--- src/rtl/trig_conditioner_pkg.sv ---
// Shared types and default parameter values for the trig_conditioner trigger front end.
package trig_cond_pkg;

  typedef enum logic [1:0] {
    IDLE    = 2'd0,
    PULSE   = 2'd1,
    HOLDOFF = 2'd2
  } state_t;

  localparam int unsigned SYNC_STAGES_DEF     = 2;
  localparam int unsigned DEBOUNCE_CYCLES_DEF = 16;
  localparam int unsigned PULSE_CYCLES_DEF    = 100;
  localparam int unsigned HOLDOFF_CYCLES_DEF  = 200;
  localparam int unsigned CNT_W_DEF           = 8;

endpackage

--- src/rtl/trig_conditioner_if.sv ---
// Trigger request / conditioned pulse bundle between a requester and trig_conditioner.
// miss_cnt exists only when TRIG_CONDITIONER_MISS_CNT_EN is defined.
interface trig_conditioner_if
  import trig_cond_pkg::*;
#(
  parameter int unsigned CNT_W = CNT_W_DEF
);
    logic             trig_in;
    logic             arm;
    logic             trig;
    logic             busy;
    logic [CNT_W-1:0] trig_cnt;
`ifdef TRIG_CONDITIONER_MISS_CNT_EN
    logic [CNT_W-1:0] miss_cnt;

    modport master (output trig_in, arm, input trig, busy, trig_cnt, miss_cnt);
    modport slave  (input trig_in, arm, output trig, busy, trig_cnt, miss_cnt);
`else
    modport master (output trig_in, arm, input trig, busy, trig_cnt);
    modport slave  (input trig_in, arm, output trig, busy, trig_cnt);
`endif
endinterface

--- src/rtl/trig_conditioner_debounce.sv ---
// Synchroniser plus debouncer: db_level follows trig_in only after it has held a
// new level for DEBOUNCE_CYCLES consecutive synchronised samples.
module trig_debounce
  import trig_cond_pkg::*;
#(
    parameter int unsigned SYNC_STAGES     = SYNC_STAGES_DEF,
    parameter int unsigned DEBOUNCE_CYCLES = DEBOUNCE_CYCLES_DEF
) (
    input  logic clk,
    input  logic rst_n,
    input  logic trig_in,
    output logic db_level
);
    localparam int unsigned DBW = $clog2(DEBOUNCE_CYCLES + 1);
    localparam logic [DBW-1:0] DB_LAST = DBW'(DEBOUNCE_CYCLES - 1);

    logic [SYNC_STAGES-1:0] sync_q;
    logic [DBW-1:0]         dbc;
    logic                   s;

    always_ff @(posedge clk or negedge rst_n) begin
        if (!rst_n) sync_q <= '0;
        else        sync_q <= {sync_q[SYNC_STAGES-2:0], trig_in};
    end

    assign s = sync_q[SYNC_STAGES-1];

    // Any sample matching the accepted level restarts the qualification run.
    always_ff @(posedge clk or negedge rst_n) begin
        if (!rst_n) begin
            db_level <= 1'b0;
            dbc      <= '0;
        end else if (s == db_level) begin
            dbc <= '0;
        end else if (dbc == DB_LAST) begin
            db_level <= s;
            dbc      <= '0;
        end else begin
            dbc <= dbc + DBW'(1);
        end
    end

endmodule

--- src/rtl/trig_conditioner.sv ---
// Trigger conditioner: debounced rising edge -> fixed-width trig pulse -> holdoff.
// Optional discarded-rise counter enabled by TRIG_CONDITIONER_MISS_CNT_EN.
module trig_conditioner
  import trig_cond_pkg::*;
#(
    parameter int unsigned SYNC_STAGES     = SYNC_STAGES_DEF,
    parameter int unsigned DEBOUNCE_CYCLES = DEBOUNCE_CYCLES_DEF,
    parameter int unsigned PULSE_CYCLES    = PULSE_CYCLES_DEF,
    parameter int unsigned HOLDOFF_CYCLES  = HOLDOFF_CYCLES_DEF,
    parameter int unsigned CNT_W           = CNT_W_DEF
) (
    input  logic               clk,
    input  logic               rst_n,
    trig_conditioner_if.slave  bus
);
    localparam int unsigned PW = $clog2(PULSE_CYCLES + 1);
    localparam int unsigned HW = $clog2(HOLDOFF_CYCLES + 1);
    localparam logic [PW-1:0] PULSE_LAST = PW'(PULSE_CYCLES - 1);
    localparam logic [HW-1:0] HOLD_LAST  = HW'(HOLDOFF_CYCLES - 1);

    state_t           state_q, state_d;
    logic             db_level, db_level_q, rise, start;
    logic [PW-1:0]    pcnt;
    logic [HW-1:0]    hcnt;
    logic [CNT_W-1:0] trig_cnt_q;
    logic             trig_q, busy_q;

    trig_debounce #(
        .SYNC_STAGES     (SYNC_STAGES),
        .DEBOUNCE_CYCLES (DEBOUNCE_CYCLES)
    ) u_debounce (
        .clk      (clk),
        .rst_n    (rst_n),
        .trig_in  (bus.trig_in),
        .db_level (db_level)
    );

    always_ff @(posedge clk or negedge rst_n) begin
        if (!rst_n) db_level_q <= 1'b0;
        else        db_level_q <= db_level;
    end

    assign rise = db_level & ~db_level_q;

    always_comb begin
        state_d = state_q;
        start   = 1'b0;
        case (state_q)
            IDLE: begin
                if (rise && bus.arm) begin
                    state_d = PULSE;
                    start   = 1'b1;
                end
            end
            PULSE:   if (pcnt == '0) state_d = HOLDOFF;
            HOLDOFF: if (hcnt == '0) state_d = IDLE;
            default: state_d = IDLE;
        endcase
    end

    // Outputs decode state_d so they switch on the same edge as the state.
    always_ff @(posedge clk or negedge rst_n) begin
        if (!rst_n) begin
            state_q    <= IDLE;
            trig_q     <= 1'b0;
            busy_q     <= 1'b0;
            pcnt       <= '0;
            hcnt       <= '0;
            trig_cnt_q <= '0;
        end else begin
            state_q <= state_d;
            trig_q  <= (state_d == PULSE);
            busy_q  <= (state_d != IDLE);
            if (start)                           pcnt <= PULSE_LAST;
            else if (state_q == PULSE && pcnt != '0) pcnt <= pcnt - PW'(1);
            if (state_q == PULSE && state_d == HOLDOFF) hcnt <= HOLD_LAST;
            else if (state_q == HOLDOFF && hcnt != '0)  hcnt <= hcnt - HW'(1);
            if (start) trig_cnt_q <= trig_cnt_q + CNT_W'(1);
        end
    end

    assign bus.trig     = trig_q;
    assign bus.busy     = busy_q;
    assign bus.trig_cnt = trig_cnt_q;

`ifdef TRIG_CONDITIONER_MISS_CNT_EN
    logic             miss;
    logic [CNT_W-1:0] miss_q;

    always_comb miss = rise & ((state_q != IDLE) | ~bus.arm);

    always_ff @(posedge clk or negedge rst_n) begin
        if (!rst_n)    miss_q <= '0;
        else if (miss) miss_q <= miss_q + CNT_W'(1);
    end

    assign bus.miss_cnt = miss_q;
`endif

endmodule

--- src/flat_wrapper.sv ---
// flat-port wrapper written by rule: the top's interface ports become plain ports
module trig_conditioner_flat import trig_cond_pkg::*;
#(
    parameter int unsigned SYNC_STAGES     = SYNC_STAGES_DEF,
    parameter int unsigned DEBOUNCE_CYCLES = DEBOUNCE_CYCLES_DEF,
    parameter int unsigned PULSE_CYCLES    = PULSE_CYCLES_DEF,
    parameter int unsigned HOLDOFF_CYCLES  = HOLDOFF_CYCLES_DEF,
    parameter int unsigned CNT_W           = CNT_W_DEF
)
  (clk, rst_n, bus_trig_in, bus_arm, bus_trig, bus_busy, bus_trig_cnt);
  trig_conditioner_if #(.CNT_W(CNT_W)) bus_i ();
  input  logic clk;
  input  logic rst_n;
  input wire logic [$bits(bus_i.trig_in)-1:0] bus_trig_in;
  input wire logic [$bits(bus_i.arm)-1:0] bus_arm;
  output wire logic [$bits(bus_i.trig)-1:0] bus_trig;
  output wire logic [$bits(bus_i.busy)-1:0] bus_busy;
  output wire logic [$bits(bus_i.trig_cnt)-1:0] bus_trig_cnt;
  assign bus_i.trig_in = bus_trig_in;
  assign bus_i.arm = bus_arm;
  assign bus_trig = bus_i.trig;
  assign bus_busy = bus_i.busy;
  assign bus_trig_cnt = bus_i.trig_cnt;
  trig_conditioner #(.SYNC_STAGES(SYNC_STAGES), .DEBOUNCE_CYCLES(DEBOUNCE_CYCLES), .PULSE_CYCLES(PULSE_CYCLES), .HOLDOFF_CYCLES(HOLDOFF_CYCLES), .CNT_W(CNT_W)) u_core (.clk(clk), .rst_n(rst_n), .bus(bus_i));
endmodule
--- config.mk ---
export PLATFORM = sky130hd
export DESIGN_NAME = trig_conditioner_flat
export DESIGN_NICKNAME = d
export VERILOG_FILES = /design/src/rtl/trig_conditioner_pkg.sv /design/src/rtl/trig_conditioner_if.sv /design/src/rtl/trig_conditioner_debounce.sv /design/src/rtl/trig_conditioner.sv /design/src/flat_wrapper.sv
export SDC_FILE = /design/constraint.sdc
export NUM_CORES = 1
export LEC_CHECK = 0
export CAP_MARGIN = 10
export CORE_MARGIN = 2
export CORE_UTILIZATION = 40
export CTS_CLUSTER_DIAMETER = 150
export CTS_CLUSTER_SIZE = 16
export DETAILED_ROUTE_END_ITERATION = 12
export PLACE_DENSITY = 0.66
export SKIP_CTS_REPAIR_TIMING = 1
export SLEW_MARGIN = 20
export SYNTH_ARGS = -nofsm -noshare
export SYNTH_HDL_FRONTEND = slang
export SYNTH_HIERARCHICAL = 1
export SYNTH_SLANG_ARGS = --single-unit
--- constraint.sdc ---
create_clock -name clk -period 2.2 [get_ports clk]
set_clock_uncertainty 0.15 [all_clocks]
set_input_delay 0.22 -clock clk [delete_from_list [all_inputs] [get_ports clk]]
set_output_delay 0.22 -clock clk [all_outputs]
set_load 0.02 [all_outputs]
; ---- After elaboration in Yosys (flattened, before gate mapping)
; Cells that the tools add are included.
[totals]
register_bits = 36
input_bits = 4
output_inout_bits = 10
elab_cells = 48
[op_classes]
addsub = 4
eq_ne = 6
mux = 12
bitwise = 3
n_reduce_logical = 13
[ops]
columns = op, count
row1 = $mux W8, 2
row2 = $mux W7, 2
row3 = $mux W5, 2
row4 = $add A8 B1 Y8 const B, 1
row5 = $logic_not A8 Y1, 1
row6 = $reduce_bool A8 Y1, 1
row7 = $sub A8 B1 Y8 const B, 1
row8 = $logic_not A7 Y1, 1
row9 = $reduce_bool A7 Y1, 1
row10 = $sub A7 B1 Y7 const B, 1
row11 = $mux W2, 3
row12 = $pmux W2 S3, 1
row13 = $reduce_bool A2 Y1, 3
row14 = $add A5 B1 Y5 const B, 1
row15 = $eq A5 B4 Y1 const B, 1
row16 = $eq A2 B1 Y1 const B, 2
row17 = $eq A2 B2 Y1 const B, 2
row18 = $logic_and A1 B1 Y1, 4
row19 = $logic_not A2 Y1, 1
row20 = $mux W1, 2
row21 = $not A1 Y1, 2
row22 = $reduce_and A2 Y1, 1
row23 = $and A1 B1 Y1, 1
row24 = $eq A1 B1 Y1, 1

; ---- Longest topological paths before layout
; Gate-level depths: netlist of run 1.
[depth]
ltp_word = 8
depth_mapped = 6
ltp_nobuf = 5

; ---- By module
; Netlist of run 1, hierarchy kept.
[modules_own_cells]
columns = module, instances, cells_each, area_per_inst_um2, seq_area_each_um2
row1 = trig_conditioner, 1, 133, 1418.9, 700.7
row2 = trig_debounce, 1, 23, 304.0, 200.2

; ---- Worst setup path after synthesis of run 1
; OpenSTA, ideal clock, no wires.
[synth_timing]
kind = flip-flop to flip-flop
start = reg u_core.pcnt[0]
end = reg u_core.hcnt[5]
setup_time_ns = 0.125
arrival_ns = 1.680
required_ns = 1.925
setup_slack_ns = 0.245
stages_incl_launch_ff = 7
path_buffers = 1
period_less_slack_ns = 1.955
path_cell_list = dfrtp_1 -> inv_1 -> ha_1 -> or3b_2 -> clkbuf_1 -> o31a_1 -> mux2_2
[synth_via]
elab_chain_cells = 6
word_cells_on_any_way = 7
cone_classes = eq/ne: 1 / mux: 3 / reduce/logical: 3
[synth_rtl]
columns = element, line_no
row1 = start: declaration, trig_conditioner.sv:23  ; logic [PW-1:0] pcnt;
row2 = start signal: assignment, trig_conditioner.sv:75  ; else if (state_q == PULSE && pcnt != '0) pcnt <= pcnt - PW'(1);
row3 = $logic_not A7 Y1 (*), trig_conditioner.sv:55  ; PULSE: if (pcnt == '0) state_d = HOLDOFF;
row4 = $mux W2 (*), trig_conditioner.sv:55
row5 = $pmux W2 S3 (*), trig_conditioner.sv:48  ; case (state_q)
row6 = $eq A2 B2 Y1 (*), trig_conditioner.sv:76  ; if (state_q == PULSE && state_d == HOLDOFF) hcnt <= HOLD_LAST;
row7 = $logic_and A1 B1 Y1 (*), trig_conditioner.sv:76
row8 = $mux W8 or $reduce_bool A2 Y1 (tied branches), n/a
row9 = end signal: assignment, trig_conditioner.sv:77  ; else if (state_q == HOLDOFF && hcnt != '0) hcnt <= hcnt - HW'(1);
row10 = end: declaration, trig_conditioner.sv:24  ; logic [HW-1:0] hcnt;
; Every way passes the cells marked *; elsewhere a longest branch is shown, timed or not.
; A chain may end at the register's enable or synchronous reset.

; ---- Worst setup path in the final report of run 1
[layout_timing]
start = reg u_core.hcnt[0]
end = reg u_core.hcnt[0]
[layout_via]
elab_chain_cells = 6
word_cells_on_any_way = 11
cone_classes = add/sub: 1 / eq/ne: 1 / mux: 4 / reduce/logical: 5
[layout_rtl]
columns = element, line_no
row1 = $logic_not A8 Y1, trig_conditioner.sv:56  ; HOLDOFF: if (hcnt == '0) state_d = IDLE;
row2 = $mux W2, trig_conditioner.sv:56
row3 = $pmux W2 S3, trig_conditioner.sv:48
row4 = $eq A2 B2 Y1, trig_conditioner.sv:76
row5 = $logic_and A1 B1 Y1, trig_conditioner.sv:76
row6 = $mux W8 or $reduce_bool A2 Y1 (tied branches), n/a
; Parallel ways exist; a longest one is shown, timed or not. The select of a mux whose other input is x is not followed.

==> impl_metrics.env, run 1 <==
export IMPL_status="finished, final reports clean"
export IMPL_maxCapViolCount=0
export IMPL_n_antenna_cell=0
export IMPL_clock_latency_ns=0.28
export IMPL_synth_cell_types=48
export IMPL_core_um2=4090
export IMPL_critPathMaxFanout=5
export IMPL_hold_worst_slack_ns=0.196
export IMPL_die_y_um=69.6
export IMPL_final_net_count=183
export IMPL_dieArea_um2=4850
export IMPL_drt_iter0_drc=106
export IMPL_io_buffers=13
export IMPL_slew_headroom=0.648
export IMPL_drive_gt1_frac=0.114
export IMPL_cp_required_ns=2.25
export IMPL_synth_nets=164
export IMPL_fin_crit_ns=2.06
export IMPL_vias=1257
export IMPL_area_growth_pct=15.9
export IMPL_grt_overflow=0
export IMPL_power_leakage_nw=0.938
export IMPL_hold_viol=0
export IMPL_cts_made_buffers=5
export IMPL_worstPathArrival_ns=2.10
export IMPL_syn_inst=156
export IMPL_grt_pass1_vias=1242
export IMPL_finalSetupTns_ns=0
export IMPL_final_util=0.489
export IMPL_total_power_mw=1.14
export IMPL_powerDensity_nw_per_um2=569
export IMPL_setup_violations=0
export IMPL_drtAntennaViolNets=0
export IMPL_hold_path_class="in -> async"
export IMPL_wl_per_cell_um=14.9
export IMPL_synth_async_reset_ratio=1.00
export IMPL_cts_tree="done"
export IMPL_irDropWorstVdd_mv=0.414
export IMPL_tightest_slew_ns=0.524
export IMPL_postSynthRegisterBits=36
export IMPL_dp_hpwl_um=2420
export IMPL_num_rows=23
export IMPL_clock_sinks=36
export IMPL_synth_seq_area_share=0.523
export IMPL_drt_first_pass_iters=4
export IMPL_antenna_found_initial=0
export IMPL_grt_pass1_wl_um=5750
export IMPL_cts_max_level=2
export IMPL_viasPerCell=5.59
export IMPL_synth_area_per_cell_um2=11.0
export IMPL_rsz0062_at_grt="no"
export IMPL_grt_start_max_net_pins=37
export IMPL_final_cell_mix="36 x dfrtp_1, 13 x clkdlybuf4s50_1, 11 x inv_1"
export IMPL_clk_pin_slew_ns=0.07
export IMPL_routed_wl_um=3350
export IMPL_start_util=0.422
export IMPL_startpoint_type="flip-flop"
export IMPL_die_x_um=69.6
export IMPL_yosysWarnings=6
export IMPL_cts_buffer_depth=2
export IMPL_fmax_mhz=486
export IMPL_gp_congestion=0.911
export IMPL_setup_worst_path_class="reg -> reg"
export IMPL_synthFlopType="dfrtp_1"
export IMPL_layout_commonest_cell="dfrtp_1"
export IMPL_track_usage=0.149
export IMPL_synth_edf_count=0
export IMPL_root_buffer="clkbuf_8"
export IMPL_synthesis_area_um2=1720
export IMPL_drc_errors=0
export IMPL_end_kind="flip-flop"
export IMPL_finalCritPeriodShare=0.935
export IMPL_slew_violations=0
export IMPL_io_pins=14
-- layout make-up --
class / instances / area, µm²
clock inverters: 1 / 5.00
clock buffers: 6 / 72.6
repair buffers: 17 / 160
flip-flops and latches: 36 / 901
multi-input cells: 104 / 754
inverters: 11 / 41.3
well taps: 50 / 62.6
fillers: 377 / 2090
-- registers in the layout, summed over array words and instances (netlist names), 2 cells and up --
register	flops
u_core/u_debounce/dbc	5
u_core/u_debounce/sync_q	2
u_core/state_q	2
u_core/hcnt	8
u_core/pcnt	7
u_core/bus.trig_cnt	8
-- path summary, 6_finish.rpt --
check / cells after the start / end / slack [ns] / startpoint
worst max-delay path: 5 / u_core/hcnt[0]$_DFFE_PN0P_ / 0.14 / u_core/hcnt[0]$_DFFE_PN0P_
worst min-delay path: 2 / u_core/hcnt[4]$_DFFE_PN0P_ / 0.20 / rst_n
worst max register to register: 5 / u_core/hcnt[0]$_DFFE_PN0P_ / 0.14 / u_core/hcnt[0]$_DFFE_PN0P_
worst min register to register: 0 / u_core/u_debounce/sync_q[1]$_DFF_PN0_ / 0.20 / u_core/u_debounce/sync_q[0]$_DFF_PN0_
max in group asynchronous: 2 / u_core/u_debounce/dbc[1]$_DFF_PN0_ / 1.38 / rst_n
min in group clk: 0 / u_core/u_debounce/sync_q[1]$_DFF_PN0_ / 0.20 / u_core/u_debounce/sync_q[0]$_DFF_PN0_
-- stage by stage --
stage	instances	worst slack [ns]	cell area, µm²
floorplan	156	0.245	1720
global placement	218	0.275	1920
detailed placement	218	0.189	1920
CTS	225	0.127	2000
global route	225	0.0239	2000
finish	225	0.143	2000
-- per-layer routing --
metal  track usage  vias to the layer above  part of all wire
li1              -                      605                 -
met5             0                        -                 0
met2         0.223                       33              0.46
met3        0.0378                        4             0.054
met4        0.0705                        0             0.013
met1         0.204                      615              0.47
-- power by group --
group	switching [mW]	internal (mW)
Combinational	0.0184	0.0105
Clock	0.220	0.215
Sequential	0.00423	0.668
Total	0.243	0.894
-- synthesized netlist by cell type, drive strengths merged (2+ instances only) --
cell type,n,share of area
or4b,3,0.020
o311ai,2,0.010
mux2i,7,0.041
nand3b,2,0.0087
nand4b,2,0.010
nand3,5,0.017
or3,3,0.011
nand2,10,0.022
o21ai,5,0.015
a21oi,4,0.012
or2,2,0.0073
xor2,8,0.041
inv,11,0.024
xnor2,2,0.010
nor3,4,0.012
clkbuf,4,0.0087
dfrtp,36,0.52
nor2,8,0.019
ha,4,0.029
o211ai,4,0.020
or4,2,0.0087
o31ai,4,0.017
a31oi,3,0.011
mux2,3,0.020
-- critical path, stage by stage, from the launching register on --
cell      delay (ns)
dfrtp_1         0.42
inv_1           0.08
ha_1            0.20
or4b_1          0.54
o211ai_2        0.31
mux2i_1         0.26
-- kinds of logic after synthesis --
kind of cell	share of synthesized area
buffers and inverters	0.0392
multiplexers	0.0603
flip-flops	0.523
AO/OA/AOI/OAI	0.113
AND/OR/NAND/NOR	0.185
XOR/XNOR	0.0508
adder cells (fa/ha/maj)	0.0290
(Power assumes the default switching activity.)
==> inputs of run 2 (changes only) <==
--- a/config.mk
+++ b/config.mk
@@ -5,13 +5,13 @@
 export SDC_FILE = /design/constraint.sdc
 export NUM_CORES = 1
 export LEC_CHECK = 0
-export CAP_MARGIN = 10
 export CORE_MARGIN = 2
-export CORE_UTILIZATION = 40
+export CORE_UTILIZATION = 45
 export CTS_CLUSTER_DIAMETER = 150
 export CTS_CLUSTER_SIZE = 16
 export DETAILED_ROUTE_END_ITERATION = 12
-export PLACE_DENSITY = 0.66
+export PLACE_DENSITY = 0.72
+export RECOVER_POWER = 50
 export SKIP_CTS_REPAIR_TIMING = 1
 export SLEW_MARGIN = 20
 export SYNTH_ARGS = -nofsm -noshare
==> impl_metrics.env, run 2 (synthesized netlist as in run 1, its figures left out) <==
export IMPL_whs_path_depth=0
export IMPL_n_antenna_cell=0
export IMPL_startpoint_type="flip-flop"
export IMPL_cp_required_ns=2.19
export IMPL_r2r_start="u_core/hcnt[0]$_DFFE_PN0P_"
export IMPL_fin_crit_ns=2.04
export IMPL_num_rows=22
export IMPL_finalSetupTns_ns=0
export IMPL_io_pins=14
export IMPL_total_power_mw=1.16
export IMPL_seq_area_um2=901
export IMPL_grt_start_max_net_pins=37
export IMPL_drt_iter0_drc=93
export IMPL_clock_sinks=36
export IMPL_swShare=0.224
export IMPL_core_um2=3660
export IMPL_powerDensity_nw_per_um2=581
export IMPL_reg2regPathDepth=5
export IMPL_cts_made_buffers=5
export IMPL_die_x_um=65.9
export IMPL_final_net_count=182
export IMPL_track_usage=0.182
export IMPL_routed_wl_um=3370
export IMPL_power_frac_clock=0.395
export IMPL_critical_path_max_stage_delay_ns=0.54
export IMPL_fmax_mhz=491
export IMPL_reg2reg_slack_ns=0.16
export IMPL_dieArea_um2=4340
export IMPL_cp_cell_sequence="inv_1 -> ha_1 -> or4b_1 -> o41ai_1 -> o311ai_0"
export IMPL_setup_violations=0
export IMPL_root_buffer="clkbuf_8"
export IMPL_clock_latency_ns=0.29
export IMPL_cp_num_buf_inv=1
export IMPL_multi_input_area_um2=749
export IMPL_setup_worst_path_class="reg -> reg"
export IMPL_die_y_um=65.9
export IMPL_final_util=0.543
export IMPL_drt_first_pass_iters=4
export IMPL_layout_commonest_cell="dfrtp_1"
export IMPL_num_fill_cells=346
export IMPL_cpMaxStageDelayCell="or4b_1"
export IMPL_drc_errors=0
export IMPL_p_switching_uw=259
export IMPL_dp_hpwl_um=2470
export IMPL_hold_worst_slack_ns=0.209
export IMPL_grt_overflow=0
export IMPL_finalCritPeriodShare=0.926
export IMPL_reg2reg_to="u_core/hcnt[6]$_DFFE_PN0P_"
export IMPL_min_to="u_core/u_debounce/sync_q[1]$_DFF_PN0_"
export IMPL_viasPerCell=5.69
export IMPL_hold_start="u_core/u_debounce/sync_q[0]$_DFF_PN0_"
export IMPL_antenna_found_initial=0
export IMPL_final_cell_mix="36 x dfrtp_1, 11 x clkdlybuf4s50_1, 11 x inv_1"
export IMPL_clk_pin_slew_ns=0.07
export IMPL_grt_pass1_wl_um=5950
export IMPL_area_growth_pct=15.5
export IMPL_drive_gt1_frac=0.114
export IMPL_tightest_slew_ns=0.874
export IMPL_drtAntennaViolNets=0
export IMPL_vias=1269
export IMPL_slew_violations=0
export IMPL_maxCapViolCount=0
export IMPL_rsz0062_at_grt="no"
export IMPL_end_kind="flip-flop"
export IMPL_cp_top_family="simple AND/OR/NAND/NOR gates"
export IMPL_critPathMaxFanout=5
export IMPL_irDropWorstVdd_mv=0.395
export IMPL_start_util=0.471
export IMPL_cts_buffer_depth=2
export IMPL_internal_power_uw=897
export IMPL_power_frac_comb=0.024
export IMPL_hold_viol=0
export IMPL_layout_setup_ws_ns=0.162
export IMPL_grt_pass1_vias=1267
export IMPL_cts_max_level=2
export IMPL_hold_path_class="reg -> reg"
export IMPL_wl_per_cell_um=15.1
export IMPL_status="finished, final reports clean"
export IMPL_slew_headroom=0.417
export IMPL_gp_congestion=0.857
export IMPL_io_buffers=13
export IMPL_cts_tree="done"
export IMPL_post_place_ws_ns=0.187
export IMPL_worstPathArrival_ns=2.03
export IMPL_seqPwrFrac=0.581
export IMPL_power_leakage_nw=0.940
## run 2: cell count changes in the layout (fill, tap and decap cells not counted), sizes merged
cell / delta
buf: -2
clkinv: +2
dlygate4sd3: +2
clkdlybuf4s50: -2
## run 2: metrics by stage
step | instances | instance area (µm²)
6_report | 223 | 1990
5_1_grt | 223 | 1990
4_1_cts | 223 | 2000
3_5_place_dp | 215 | 1910
3_3_place_gp | 215 | 1910
2_1_floorplan | 156 | 1720
## run 2: worst register-to-register path, cell delays in order, from the launching register on
cell and delay, ns:
dfrtp_1 0.41, inv_1 0.08, ha_1 0.20, or4b_1 0.54, o41ai_1 0.32, o311ai_0 0.19
## run 2: layout make-up
class	instances	area share
Timing Repair Buffer	16	0.0755
Multi-Input combinational cell	104	0.377
Tap cell	48	0.0302
Inverter	11	0.0208
Clock inverter	3	0.00943
Clock buffer	5	0.0346
Sequential cell	36	0.453
## run 2: how the worst max path moves through the flow
stage	start	to	slack, ns	cells past startpoint
final	u_core/hcnt[0]$_DFFE_PN0P_	u_core/hcnt[6]$_DFFE_PN0P_	0.16	5
after CTS	u_core/hcnt[0]$_DFFE_PN0P_	u_core/hcnt[6]$_DFFE_PN0P_	0.16	5
after global placement	u_core/pcnt[0]$_DFFE_PN0P_	u_core/hcnt[5]$_DFFE_PN0P_	0.28	5
after detailed placement	u_core/hcnt[0]$_DFFE_PN0P_	u_core/hcnt[6]$_DFFE_PN0P_	0.19	5
after floorplan	u_core/pcnt[0]$_DFFE_PN0P_	u_core/hcnt[5]$_DFFE_PN0P_	0.25	6
after global routing	u_core/hcnt[0]$_DFFE_PN0P_	u_core/hcnt[6]$_DFFE_PN0P_	0.10	5
## run 2: power groups by stage
stage,logic [mW],registers [mW],clock network [mW]
6_report,0.0278,0.672,0.456
4_1_cts,0.0311,0.672,0.472
3_5_place_dp,0.0309,0.685,0
3_3_place_gp,0.0285,0.684,0
2_1_floorplan,0.00836,0.684,0
5_1_grt,0.0323,0.673,0.503
## run 2: metal layers
metal / global-route usage / vias to the layer above / wire length (µm)
li1: - / 603 / -
met1: 0.228 / 635 / 1510
met2: 0.299 / 24 / 1670
met3: 0.0579 / 7 / 140
met4: 0.0547 / 0 / 49
met5: 0 / - / 0
==> inputs of run 3 (changes only) <==
--- a/config.mk
+++ b/config.mk
@@ -8,7 +8,7 @@
 export CORE_MARGIN = 2
 export CORE_UTILIZATION = 45
 export CTS_CLUSTER_DIAMETER = 150
-export CTS_CLUSTER_SIZE = 16
+export CTS_CLUSTER_SIZE = 25
 export DETAILED_ROUTE_END_ITERATION = 12
 export PLACE_DENSITY = 0.72
 export RECOVER_POWER = 50
==> results of run 3 <==
Final layout, timing and power as in run 2 (identical DEF).
==> variant 1, RTL diff (flow settings as in run 1) <==
Set the package constant `CNT_W_DEF` to 10 (it was 8).
--- a/src/rtl/trig_conditioner_pkg.sv
+++ b/src/rtl/trig_conditioner_pkg.sv
@@ -13,3 +13,3 @@
   localparam int unsigned HOLDOFF_CYCLES_DEF  = 200;
-  localparam int unsigned CNT_W_DEF           = 8;
+  localparam int unsigned CNT_W_DEF           = 10;
 
Ports: changed (resized bus_trig_cnt); port bits go from 14 to 16. No check against the original RTL was run, so the function may have changed too.
==> variant 1 against run 1 <==
Cell area rose by 2.5%; sequential cell count up 2; die area fell by 0.55%; total power up 15%; routed wire length decreased by 6.4%; critical path depth up 1; highest routed layer unchanged; setup slack gained 80 ps; synthesized area decreased by 0.58%; largest cell class unchanged.
==> variant 1: results (changes against run 1) <==
status finished clean; Port-buffer cells 15 (+2); Post-synth top cells dfrtp_1 (38), nand2_1 (20), xnor2_1 (13), nor2_1 (9); layout cells sized above 1 10.5% (-0.93 points); vias in the first global route 1,192 (-4.0%); worst slew pin tran 813 ps (+289 ps); Yosys cell types 41 (-15%); routability congestion estimate 0.858 (-5.8%); nets 188 (+2.7%); Reg2Reg Depth 6 (+1); total wire length 3.13 mm (-6.4%); register area share after synthesis 55.5% (+3.2 points); largest net degree at the start of global routing 39 (+5.4%); Layout fillers 351 (-6.9%); first-pass GRT wire length 5.46 mm (-5.2%); r2r endpoint u_core/pcnt[3]; crit-path max FO 7 (+2); 1st-iter DRT viols 72 (-32%); Hold Crit Class reg -> reg; gr usage total 14.3% (-0.64 points); crit path DAT 2040 ps (-60 ps); critical path's slowest cell nor3b_1; CP max stage delay 440 ps (-100 ps); flop-to-flop setup slack 220 ps (+80 ps); DR vias/cell 5.36 (-4.0%)
variant 1: cell families after synthesis:
logic type,synth area share [%]
buffers and inverters,1.97
xor gates and xnor gates,9.20
adders and majority gates,2.92
muxes,1.24
AOI/OAI and AO/OA,8.47
DFF,55.5
and+or+nand+nor,20.7
variant 1: layer usage:
layer  wire, um  track usage (%)
met1       1530             19.4
met2       1410             21.0
met3        150             5.23
met4         40             5.23
met5          0                0
variant 1: metrics by stage:
step | area (um2) | instances | hold WS (ps)
floorplan | 1710 | 156 | -226
global placement | 1930 | 222 | 184
detailed placement | 1930 | 222 | 185
CTS | 2040 | 230 | -91.5
global route | 2050 | 231 | 207
finish | 2050 | 231 | 200
variant 1: worst max path at each step:
stage | endpoint | slack (ps) | cells past startpoint
2_1_floorplan | u_core/hcnt[2] | 320 | 6
3_3_place_gp | u_core/pcnt[4] | 330 | 6
3_5_place_dp | u_core/pcnt[3] | 270 | 6
4_1_cts | u_core/pcnt[3] | 230 | 6
5_1_grt | u_core/pcnt[3] | 20 | 6
6_report | u_core/pcnt[3] | 220 | 6
variant 1: cell type report:
class | instances | share of cell area (%)
Inverter | 5 | 0.917
Clock inverter | 3 | 1.96
Timing Repair Buffer | 19 | 8.68
Clock buffer | 5 | 3.36
Multi-Input combinational cell | 111 | 35.6
Sequential cell | 38 | 46.5
Tap cell | 50 | 3.06
variant 1: where the power goes:
part | switching, mW | internal, mW | total, mW
Sequential | 0.00411 | 0.705 | 0.709
Clock | 0.238 | 0.333 | 0.572
Combinational | 0.0181 | 0.00935 | 0.0275
variant 1: critical path: cells and delay by family, from the launching register on:
family | cells | cell delay (ps)
buffers and inverters | 1 | 120
AND/OR/NAND/NOR | 1 | 440
flip-flops | 1 | 410
AO/OA/AOI/OAI | 3 | 600
adder cells (fa/ha/maj) | 1 | 190
==> variant 2, RTL diff (settings of run 1) <==
Without the edit above. Encoding of `state_t`: now one-hot (3 bits for 3 states).
--- a/src/rtl/trig_conditioner_pkg.sv
+++ b/src/rtl/trig_conditioner_pkg.sv
@@ -3,6 +3,6 @@
 
-  typedef enum logic [1:0] {
-    IDLE    = 2'd0,
-    PULSE   = 2'd1,
-    HOLDOFF = 2'd2
+  typedef enum logic [2:0] {
+    IDLE    = 3'b001,
+    PULSE   = 3'b010,
+    HOLDOFF = 3'b100
   } state_t;
Behaviour: same outputs for any inputs over 10 cycles, from zero or initial values and one cycle with rst_n low; not proved beyond that.
==> variant 2 against run 1 <==
Sequential share of layout area hardly changed; first-iteration DRC count is 13% higher; setup slack better by 34 ps; cell area is 2.9% higher; critical path type unchanged; synthesized area is 1.5% higher; worst hold slack worse by 3.9 ps; global-route usage is 1.9 points lower; sequential cell count is 1 higher; total power is 18% higher; non-clock buffer count is 1 lower; routed wire length is 12% lower.
==> variant 2: results (changes against run 1) <==
status finished clean; first-pass GRT wire length 5.02 mm (-13%); DP Area 0.00194 mm2 (+0.85%); Critical Path End u_core/hcnt[6]; GRT met1 Usage 16.0% (-4.4 points); DP Wirelength 2.07 mm (-15%); routability congestion estimate 0.811 (-11%); largest net degree at the start of global routing 38 (+2.7%); Root Driver clkbuf_8; drt first pass iters 4 (unchanged); Synth Area in XOR/XNOR 6.44% (+1.4 points); Area contributors post-synth dfrtp_1 (52%), xnor2_1 (3.5%), nand2_1 (3.4%); total wire length 2.93 mm (-12%); comb pwr 0.0330 mW (+14%); Synth Area in Compound Gates 7.01% (-4.2 points); Internal 1.07 mW (+20%); Layout fillers 403 (+6.9%); proportion of synthesized area in mux cells 3.00% (-3.0 points); Post-synth top cells dfrtp_1 (36), nand2_1 (16), nor3_1 (8), nor2_1 (7), xnor2_1 (7); Hold Crit Class in -> async; critical path's slowest cell or4_1; 1st-iter DRT viols 120 (+13%); gr usage total 13.0% (-1.9 points); post-synthesis adder-cell area fraction 2.86% (-0.044 points); peak supply drop 0.407 mV (-1.6%); GR met2 Demand/Resource 20.8% (-1.5 points); register area share after synthesis 53.0% (+0.72 points); CP max stage delay 470 ps (-70 ps); relative slew slack 67.9% (+3.1 points); Reg2Reg Depth 6 (+1); flop-to-flop setup slack 180 ps (+30 ps); Finished Core Util 47.9% (-0.99 points); Leak 0.926 nW (-1.3%); Yosys cell types 46 (-4.2%); vias in the first global route 1,144 (-7.9%); antenna fix cells 0 (unchanged); met3 usage 4.76% (+0.98 points); Port-buffer cells 13 (unchanged); vias 1,173 (-6.7%); reg-to-reg startpoint u_core/hcnt[0]; crit-path max FO 3 (-2); layout cells sized above 1 14.2% (+2.8 points); async set-reset flop share out of synthesis 100% (unchanged); Seq power 0.694 mW (+3.3%)
## variant 2: changes by cell type in the layout (fill, tap and decap cells not counted), moves of 3 or more
cell     before  now
inv_1        11    6
xnor2_1       2    7
a31oi_1       3    0
or3_1         3    6
xor2_1        8    4
nand2_1      10   16
nor3_1        4    8
mux2i_1       7    3
nand4_1       1    4
## variant 2: cell type report
cell class,instances,area share [%]
inverter,6,1.10
timing repair buffer,16,7.43
multi-input combinational,109,37.4
clock inverter,2,1.83
clock buffer,6,4.02
tap,52,3.16
sequential,37,45.1
## variant 2: per-stage QoR
stage | worst slack, ps | power [mW] | hold slack (ps) | cells
after detailed placement | 199 | 0.742 | 192 | 220
after global placement | 218 | 0.739 | 182 | 220
after global routing | 47.1 | 1.39 | 217 | 228
after CTS | 182 | 1.36 | 203 | 228
final | 177 | 1.34 | 192 | 228
after floorplan | 276 | 0.717 | -226 | 156
## variant 2: layer usage
metal  part of all wire (%)  wire [um]
met3                    4.0        117
met1                     44       1280
met5                      0          0
met4                   0.72         21
met2                     51       1510
